==> config.mk <==
export PLATFORM = sky130hd
export DESIGN_NAME = rv_initiator_bfm_core_flat
export DESIGN_NICKNAME = d
export VERILOG_FILES = /design/src/rtl/rv_initiator_bfm_core_pkg.sv /design/src/rtl/rv_initiator_bfm_core_if.sv /design/src/rtl/rv_initiator_bfm_core_fifo.sv /design/src/rtl/rv_initiator_bfm_core.sv /design/src/flat_wrapper.sv
export SDC_FILE = /design/constraint.sdc
export NUM_CORES = 1
export LEC_CHECK = 0
export ABC_AREA = 1
export BUFFER_PORTS_ARGS = -buffer_cell sky130_fd_sc_hd__buf_2
export CAP_MARGIN = 20
export CELL_PAD_IN_SITES_DETAIL_PLACEMENT = 1
export CELL_PAD_IN_SITES_GLOBAL_PLACEMENT = 1
export CORE_MARGIN = 2
export CORE_UTILIZATION = 38
export CTS_CLUSTER_DIAMETER = 80
export DETAILED_ROUTE_END_ITERATION = 7
export PLACE_DENSITY = 0.71
export SKIP_LAST_GASP = 1
export SYNTH_ARGS = -nofsm -noshare
export SYNTH_HDL_FRONTEND = slang
export SYNTH_SLANG_ARGS = --single-unit
export TNS_END_PERCENT = 20
==> constraint.sdc <==
create_clock -name clock -period 12.6 [get_ports clock]
set_input_delay 2.52 -clock clock [delete_from_list [all_inputs] [get_ports clock]]
set_output_delay 2.52 -clock clock [all_outputs]
set_load 0.01 [all_outputs]
==> src/rtl/rv_initiator_bfm_core_pkg.sv <==
// Shared types and defaults for the valid/ready initiator BFM core.
package rv_initiator_bfm_core_pkg;

  localparam int RV_DEF_WIDTH = 32;
  localparam int RV_DEF_DEPTH = 16;

  // Outcome of a host-side enqueue attempt.
  typedef enum logic [1:0] {
    RV_OK      = 2'd0,
    RV_DROPPED = 2'd1,
    RV_RESET   = 2'd2
  } rv_status_e;

  // Occupancy counters need one bit more than the address so that the
  // full count (DEPTH) can be represented.
  function automatic int rv_cnt_w(input int depth);
    return $clog2(depth) + 1;
  endfunction

endpackage

==> src/rtl/rv_initiator_bfm_core_if.sv <==
// Valid/ready stream bundle driven by the initiator BFM.
interface rv_initiator_bfm_core_if
  import rv_initiator_bfm_core_pkg::*;
#(
  parameter int WIDTH = RV_DEF_WIDTH
);

  logic [WIDTH-1:0] i_data;
  logic             i_valid;
  logic             i_ready;

  // Initiator drives payload and valid, target answers with ready.
  modport master (output i_data, output i_valid, input i_ready);
  modport slave  (input i_data, input i_valid, output i_ready);

endinterface

==> src/rtl/rv_initiator_bfm_core_fifo.sv <==
// Send queue for the initiator BFM: plain synchronous FIFO with a
// combinational head so the output stage can load it on the pop edge.
module rv_initiator_bfm_core_fifo
  import rv_initiator_bfm_core_pkg::*;
#(
  parameter int WIDTH = RV_DEF_WIDTH,
  parameter int DEPTH = RV_DEF_DEPTH
) (
  input  logic                     clock,
  input  logic                     reset,
  input  logic                     push,
  input  logic [WIDTH-1:0]         push_data,
  input  logic                     pop,
  output logic [WIDTH-1:0]         head,
  output logic                     full,
  output logic                     empty,
  output logic [$clog2(DEPTH):0]   count
);

  localparam int AW = $clog2(DEPTH);
  localparam int CW = AW + 1;

  logic [DEPTH-1:0][WIDTH-1:0] mem;
  logic [AW:0]                 wr_ptr;
  logic [AW:0]                 rd_ptr;

  // Pointers carry a wrap bit, so their difference is the occupancy.
  assign count = wr_ptr - rd_ptr;
  assign empty = (count == '0);
  assign full  = (count == CW'(DEPTH));
  assign head  = mem[rd_ptr[AW-1:0]];

  // Pointer update; push while full is legal only alongside a pop, which
  // the caller guarantees.
  always_ff @(posedge clock) begin
    if (reset) begin
      wr_ptr <= '0;
      rd_ptr <= '0;
    end else begin
      if (push) wr_ptr <= wr_ptr + 1'b1;
      if (pop)  rd_ptr <= rd_ptr + 1'b1;
    end
  end

  // Storage is not reset; only the pointers define what is valid.
  always_ff @(posedge clock) begin
    if (push) mem[wr_ptr[AW-1:0]] <= push_data;
  end

endmodule

==> src/rtl/rv_initiator_bfm_core.sv <==
// Initiator side of a valid/ready stream. A host pushes words through a
// simple push port; they are queued and presented on the bus one at a time,
// each held stable until the target accepts it.
module rv_initiator_bfm_core
  import rv_initiator_bfm_core_pkg::*;
#(
  parameter int WIDTH = RV_DEF_WIDTH,
  parameter int DEPTH = RV_DEF_DEPTH
) (
  input  logic                    clock,
  input  logic                    reset,
  rv_initiator_bfm_core_if.master bus,
  // host push port
  input  logic                    push_valid,
  input  logic [WIDTH-1:0]        push_data,
  output logic                    push_ready,
  output rv_status_e              push_status,
  // observability
  output logic [31:0]             tx_count,
  output logic [31:0]             enq_count,
  output logic [31:0]             drop_count,
  output logic [$clog2(DEPTH):0]  level,
  output logic                    idle
);

  logic [WIDTH-1:0] data_q;
  logic             valid_q;

  logic [WIDTH-1:0] fifo_head;
  logic             fifo_full;
  logic             fifo_empty;
  logic             fifo_push;
  logic             fifo_pop;

  logic             xfer;
  logic             load_out;
  logic             push_fire;
  logic             bypass;

  // The output stage may take a new word when it is idle or its current
  // word leaves at this edge; ready is ignored while valid is low.
  assign xfer     = valid_q && bus.i_ready;
  assign load_out = !valid_q || bus.i_ready;

  // A full queue still takes a word when the head leaves on the same edge.
  assign push_ready = !reset && (!fifo_full || load_out);
  assign push_fire  = push_valid && push_ready;

  // With nothing queued ahead, a new word goes straight to the bus so it is
  // driven from the edge that accepts it.
  assign bypass    = push_fire && fifo_empty && load_out;
  assign fifo_push = push_fire && !bypass;
  assign fifo_pop  = !fifo_empty && load_out;

  // Host-facing status for the current push attempt.
  always_comb begin
    push_status = RV_OK;
    if (reset)            push_status = RV_RESET;
    else if (!push_ready) push_status = RV_DROPPED;
  end

  rv_initiator_bfm_core_fifo #(
    .WIDTH (WIDTH),
    .DEPTH (DEPTH)
  ) u_fifo (
    .clock     (clock),
    .reset     (reset),
    .push      (fifo_push),
    .push_data (push_data),
    .pop       (fifo_pop),
    .head      (fifo_head),
    .full      (fifo_full),
    .empty     (fifo_empty),
    .count     (level)
  );

  // Output register stage: queue head first, then a bypassed push; drop
  // valid once the last word has gone. Data keeps its last value when idle.
  always_ff @(posedge clock) begin
    if (reset) begin
      valid_q <= 1'b0;
      data_q  <= '0;
    end else if (fifo_pop) begin
      valid_q <= 1'b1;
      data_q  <= fifo_head;
    end else if (bypass) begin
      valid_q <= 1'b1;
      data_q  <= push_data;
    end else if (xfer) begin
      valid_q <= 1'b0;
    end
  end

  // Transfer, accept and reject counters; all wrap modulo 2^32. A word in
  // flight on the reset edge is discarded and never counted.
  always_ff @(posedge clock) begin
    if (reset) begin
      tx_count   <= '0;
      enq_count  <= '0;
      drop_count <= '0;
    end else begin
      if (xfer)                     tx_count   <= tx_count + 32'd1;
      if (push_fire)                enq_count  <= enq_count + 32'd1;
      if (push_valid && !push_ready) drop_count <= drop_count + 32'd1;
    end
  end

  assign bus.i_valid = valid_q;
  assign bus.i_data  = data_q;
  assign idle        = fifo_empty && !valid_q;

endmodule

==> src/flat_wrapper.sv <==
// flat-port wrapper written by rule: the top's interface ports become plain ports
module rv_initiator_bfm_core_flat import rv_initiator_bfm_core_pkg::*;
#(
  parameter int WIDTH = RV_DEF_WIDTH,
  parameter int DEPTH = RV_DEF_DEPTH
)
  (clock, reset, push_valid, push_data, push_ready, push_status, tx_count, enq_count, drop_count, level, idle, bus_i_data, bus_i_valid, bus_i_ready);
  rv_initiator_bfm_core_if #(.WIDTH(WIDTH)) bus_i ();
  input  logic clock;
  input  logic reset;
  input  logic push_valid;
  input  logic [WIDTH-1:0] push_data;
  output logic push_ready;
  output rv_status_e push_status;
  output logic [31:0] tx_count;
  output logic [31:0] enq_count;
  output logic [31:0] drop_count;
  output logic [$clog2(DEPTH):0] level;
  output logic idle;
  output wire logic [$bits(bus_i.i_data)-1:0] bus_i_data;
  output wire logic [$bits(bus_i.i_valid)-1:0] bus_i_valid;
  input wire logic [$bits(bus_i.i_ready)-1:0] bus_i_ready;
  assign bus_i_data = bus_i.i_data;
  assign bus_i_valid = bus_i.i_valid;
  assign bus_i.i_ready = bus_i_ready;
  rv_initiator_bfm_core #(.WIDTH(WIDTH), .DEPTH(DEPTH)) u_core (.clock(clock), .reset(reset), .bus(bus_i), .push_valid(push_valid), .push_data(push_data), .push_ready(push_ready), .push_status(push_status), .tx_count(tx_count), .enq_count(enq_count), .drop_count(drop_count), .level(level), .idle(idle));
endmodule
Word-level counts from Yosys, hierarchy flattened

Index checks and enable logic that the tools add are counted.

Bits of input ports: 36
Output and inout bits: 138
Flip-flop bits (word level): 651
Logic and storage cells: 66

Add/subtract/negate cells: 6
Equality and inequality tests: 1
Magnitude comparators: 3
Reductions and logical operators: 21
Mux-type cells: 12

Operator list:

| operator                                                                             | count |
|---|---|
| 512-bit bitwise mux                                                                  | 1 |
| 32-bit binary-select mux with 4-bit select                                           | 1 |
| 32-bit demux with 4-bit select                                                       | 1 |
| 32-bit 2-to-1 mux                                                                    | 4 |
| 32-bit by 1-bit adder with 32-bit output (second input constant)                     | 3 |
| 5-bit by 1-bit adder with 5-bit output (second input constant)                       | 2 |
| 1-bit logical AND                                                                    | 10 |
| 4-bit by 5-bit < comparator with 1-bit output (second input constant)                | 2 |
| 1-bit zero test                                                                      | 6 |
| 5-bit equality test (second input constant)                                          | 1 |
| 5-bit zero test                                                                      | 1 |
| 5-bit subtractor                                                                     | 1 |
| 4-bit by 1-bit greater-or-equal comparator with 1-bit output (second input constant) | 1 |
| 1-bit 2-to-1 mux                                                                     | 4 |
| 3-bit nonzero test                                                                   | 1 |
| 1-bit logical OR                                                                     | 2 |
| 2-bit 2-to-1 mux                                                                     | 1 |
| 2-bit nonzero test                                                                   | 1 |

Longest topological paths before layout

Depth in word-level cells: 10
Mapped depth: 18
Depth with buffers taken out: 16

Hierarchy

A second synthesis with hierarchy kept.

Cell total of the unflattened synthesis: 3244
Area total of the unflattened synthesis: 29429.5 um^2

Modules (own cells, without submodules):

| module                     | area an instance (um^2) | times used | cells an instance | seq. area each (um^2) |
|---|---|---|---|---|
| rv_initiator_bfm_core_fifo | 22685.5                 | 1          | 2163              | 15574.9 |
| rv_initiator_bfm_core      | 6744.0                  | 1          | 1081              | 2582.5 |

Worst setup path after synthesis

Ideal clock, no wire load.

Kind: in2out
Start: input port reset
End: output port push_status[0]
Required time: 10080 ps
Path buffers: 2
Cell stages on the path: 3
Arrival time: 3169 ps
Path slack: 6911 ps
Path through: clkbuf_1 > clkbuf_1 > nor2_1

Cells in the longest elaborated chain, start to end: 4

Ends and longest elaborated chain:

| item                 | line                        | source |
|---|---|---|
| from (decl)          | flat_wrapper.sv:10          | `input logic reset;` |
| 1-bit zero test      | rv_initiator_bfm_core.sv:46 | `assign push_ready = !reset && (!fifo_full \|\| load_out);` |
| 1-bit logical AND    | rv_initiator_bfm_core.sv:46 |  |
| 1-bit 2-to-1 mux     | rv_initiator_bfm_core.sv:59 | `else if (!push_ready) push_status = RV_DROPPED;` |
| 2-bit 2-to-1 mux (*) | rv_initiator_bfm_core.sv:58 | `if (reset) push_status = RV_RESET;` |
| to (decl)            | flat_wrapper.sv:14          | `output rv_status_e push_status;` |

Every way passes the cells marked *; elsewhere a longest branch is shown, timed or not.

Worst setup path after layout

Same ends and word-level chain as after synthesis.

==> out/results.txt <==
outcome -> finished, final reports clean
Remaining DRCs -> 0
Post-Syn Area -> 28620 sq um
syn_nets -> 3027
P&R area growth vs syn -> 14.47%
cts repair resizes -> 0
worst hold path type -> reg2reg
critical path fanouts, max -> 55
arrival time worst endpoint -> 3.90 ns
post-route antenna net violation count -> 0
relative slew slack -> 26.95%
crit path time final -> 6.420 ns
clock-pin slew on the worst setup and hold paths -> 0.05 ns
1st-iter DRT viols -> 1330
vias in the first global route -> 22800
Peak Freq -> 155.8 MHz
Synth area leaders -> edfxtp_1 54%, dfxtp_1 9.7%, nor2_1 8.9%
final setup violation count -> 0
flops & latches, synth -> 651
CP bufs+invs -> 3
CP Capture Type -> output pin
post-synthesis area per instance -> 9.611 sq um
Startpoint Class -> primary input
vias per cell -> 5.214
htree depth -> 3
RSZ-0062 raised after global routing -> no
EDFF count, synth -> 512
endpoints failing hold -> 0
commonest non-fill, non-tap cell in the layout -> nand2_1
Setup TNS -> 0 ns
DR vias -> 21600
overall power -> 6.096 mW
Hold Worst Slack -> 0.5011 ns
clock skew -> 0.02666 ns
sequential cell area fraction in the yosys report -> 63.44%
CORE AREA -> 74450 sq um
total wire length -> 83390 um
share of the synthesized area in the top cell type -> 53.72%
Worst path most repeated cell -> buf_4
crit share post-route -> 50.95%
largest net degree at the start of global routing -> 142
CP delay by family, top -> buffers and inverters
most frequent cells in the layout -> 678 x nand2_1, 663 x nor2_1, 512 x edfxtp_1
Mapped Cells -> 2978
die width -> 278.4 um
placed cell area -> 30290 sq um
share of layout cells above drive strength 1 -> 11.79%
Die Ht -> 278.4 um
post-cts hold buffer count -> 0
WS Path Type -> in2out
biggest cell delay along the critical path -> 0.61 ns
initial antenna violation count -> 3
final setup margin -> 6.180 ns
fin nets -> 3163
root buffer cell -> clkbuf_16
Worst path slowest cell -> buf_4
Pwr Density -> 186.1 nW/um^2
global-route wire length before repair -> 128900 um
total of max-cap violations -> 0
Sink Count -> 651
Setup Fix Bufs, Post-CTS -> 0
Ys Warns -> 0
Port-buffer cells -> 173
IO Count -> 174
routed length per instance -> 20.13 um
Final HPWL DP -> 48020 um
grt total ovfl -> 0
die area -> 77530 sq um
initial core utilization -> 38.45%
row cnt -> 100
Longest Clk Path Bufs -> 3
Yosys cell types -> 43
CP Data Required Time -> 10.08 ns
ys async rst share -> 0%
Total GRT Usage -> 21.36%
Worst Max-Slew Pin Slew -> 1.096 ns
number of CTS-inserted buffers -> 73
RePlAce Congestion -> 0.8503
leakage power -> 12.13 nW
fin area -> 32760 sq um
Setup WS pre-CTS -> 6.161 ns
CTS tree -> done
area leader, netlist -> edfxtp_1
Max Slew Vio Count -> 0
Pre-antenna DRT Iters -> 5
Clk Latency, worst-skew pair -> 0.62 ns
CP cell instances -> buf_4, buf_4, nor2_1, buf_2
Top FF cell, synth -> edfxtp_1
maximum vdd drop -> 0.00008696 V
[power breakdown]
group | total (mW) | internal [mW] | switching (mW) | leakage, nW
sequential | 2.48 | 2.39 | 0.0934 | 5.74
clock | 2.15 | 1.27 | 0.875 | 1.19
combinational | 1.46 | 0.421 | 1.04 | 5.20
[state kept, by name (all words and copies together) (netlist names)]
signal,count
u_core.u_fifo.rd_ptr,5
u_core.drop_count,32
u_core.tx_count,32
u_core.u_fifo.mem,512
u_core.u_fifo.wr_ptr,5
u_core.bus.i_valid,1
u_core.bus.i_data,32
u_core.enq_count,32
[Yosys cell counts (2+ instances only)]
cell type,count
nor3b_1,4
buf_1,6
dfxtp_1,139
clkbuf_1,63
nor3_2,2
buf_2,42
nand3b_1,6
o21bai_1,2
nand3_1,99
nor2_4,2
inv_1,143
inv_4,2
o21ai_0,264
nor2_2,7
xor2_1,53
nand2_4,2
nand4_1,16
o21a_1,3
o21ai_1,3
inv_2,7
ha_1,12
nor2_1,680
nor3_1,36
a21oi_1,86
edfxtp_1,512
nand2_2,7
nor2_8,2
buf_6,16
o211ai_1,33
buf_4,17
nand2_1,679
xnor2_1,19
nand3_2,4
[through the flow]
stage	cells	utilization (%)
after floorplan	2978	-
after global placement	4006	40.69
after detailed placement	4006	40.69
after CTS	4138	43.93
after global routing	4140	44.00
final	4142	44.01
[per-layer routing]
layer / GRT usage (%) / vias up / wire (um)
met5: 0 / - / 11
met4: 7.498 / 2 / 2163
met3: 3.350 / 134 / 3704
met2: 37.65 / 447 / 41710
met1: 26.54 / 10840 / 35800
li1: - / 10180 / -
[path summary, 6_finish.rpt]
path / depth (start not counted) / endpoint / slack, ns / start
worst min register to register: 2 / u_core.enq_count[31] / 0.50 / u_core.enq_count[31]
worst max register to register: 13 / u_core.u_fifo.mem[453] / 7.91 / u_core.u_fifo.rd_ptr[1]
worst min-delay path: 2 / u_core.enq_count[31] / 0.50 / u_core.enq_count[31]
worst max-delay path: 4 / push_status[0] / 6.18 / reset
[cells by family after synthesis]
family	synth area share, %
flip-flops	63.44
AND/OR/NAND/NOR	21.76
adder cells (fa/ha/maj)	0.5945
buffers and inverters	4.756
AO/OA/AOI/OAI	7.248
XOR/XNOR	2.203
[cell type report]
cell class | instances | area (sq um)
timing repair buffer | 206 | 1156
fill | 8389 | 41680
antenna | 2 | 5.005
tap | 969 | 1212
clock buffer | 86 | 1948
multi-input combinational | 2029 | 9233
inverter | 153 | 581.8
clock inverter | 46 | 460.4
sequential | 651 | 18170
[worst register-to-register path, stage by stage, from the launching register on]
cell,delay [ns]
dfxtp_4,0.89
inv_4,0.62
ha_1,0.52
nand3_1,0.10
nand2_1,0.09
nand2_1,0.08
nand3_2,0.11
inv_2,0.07
nand3_1,0.20
nand3_2,0.19
inv_2,0.17
nand2_2,0.17
nor2_4,0.60
buf_4,0.51
No activity file was read; power rests on OpenSTA's default activity.
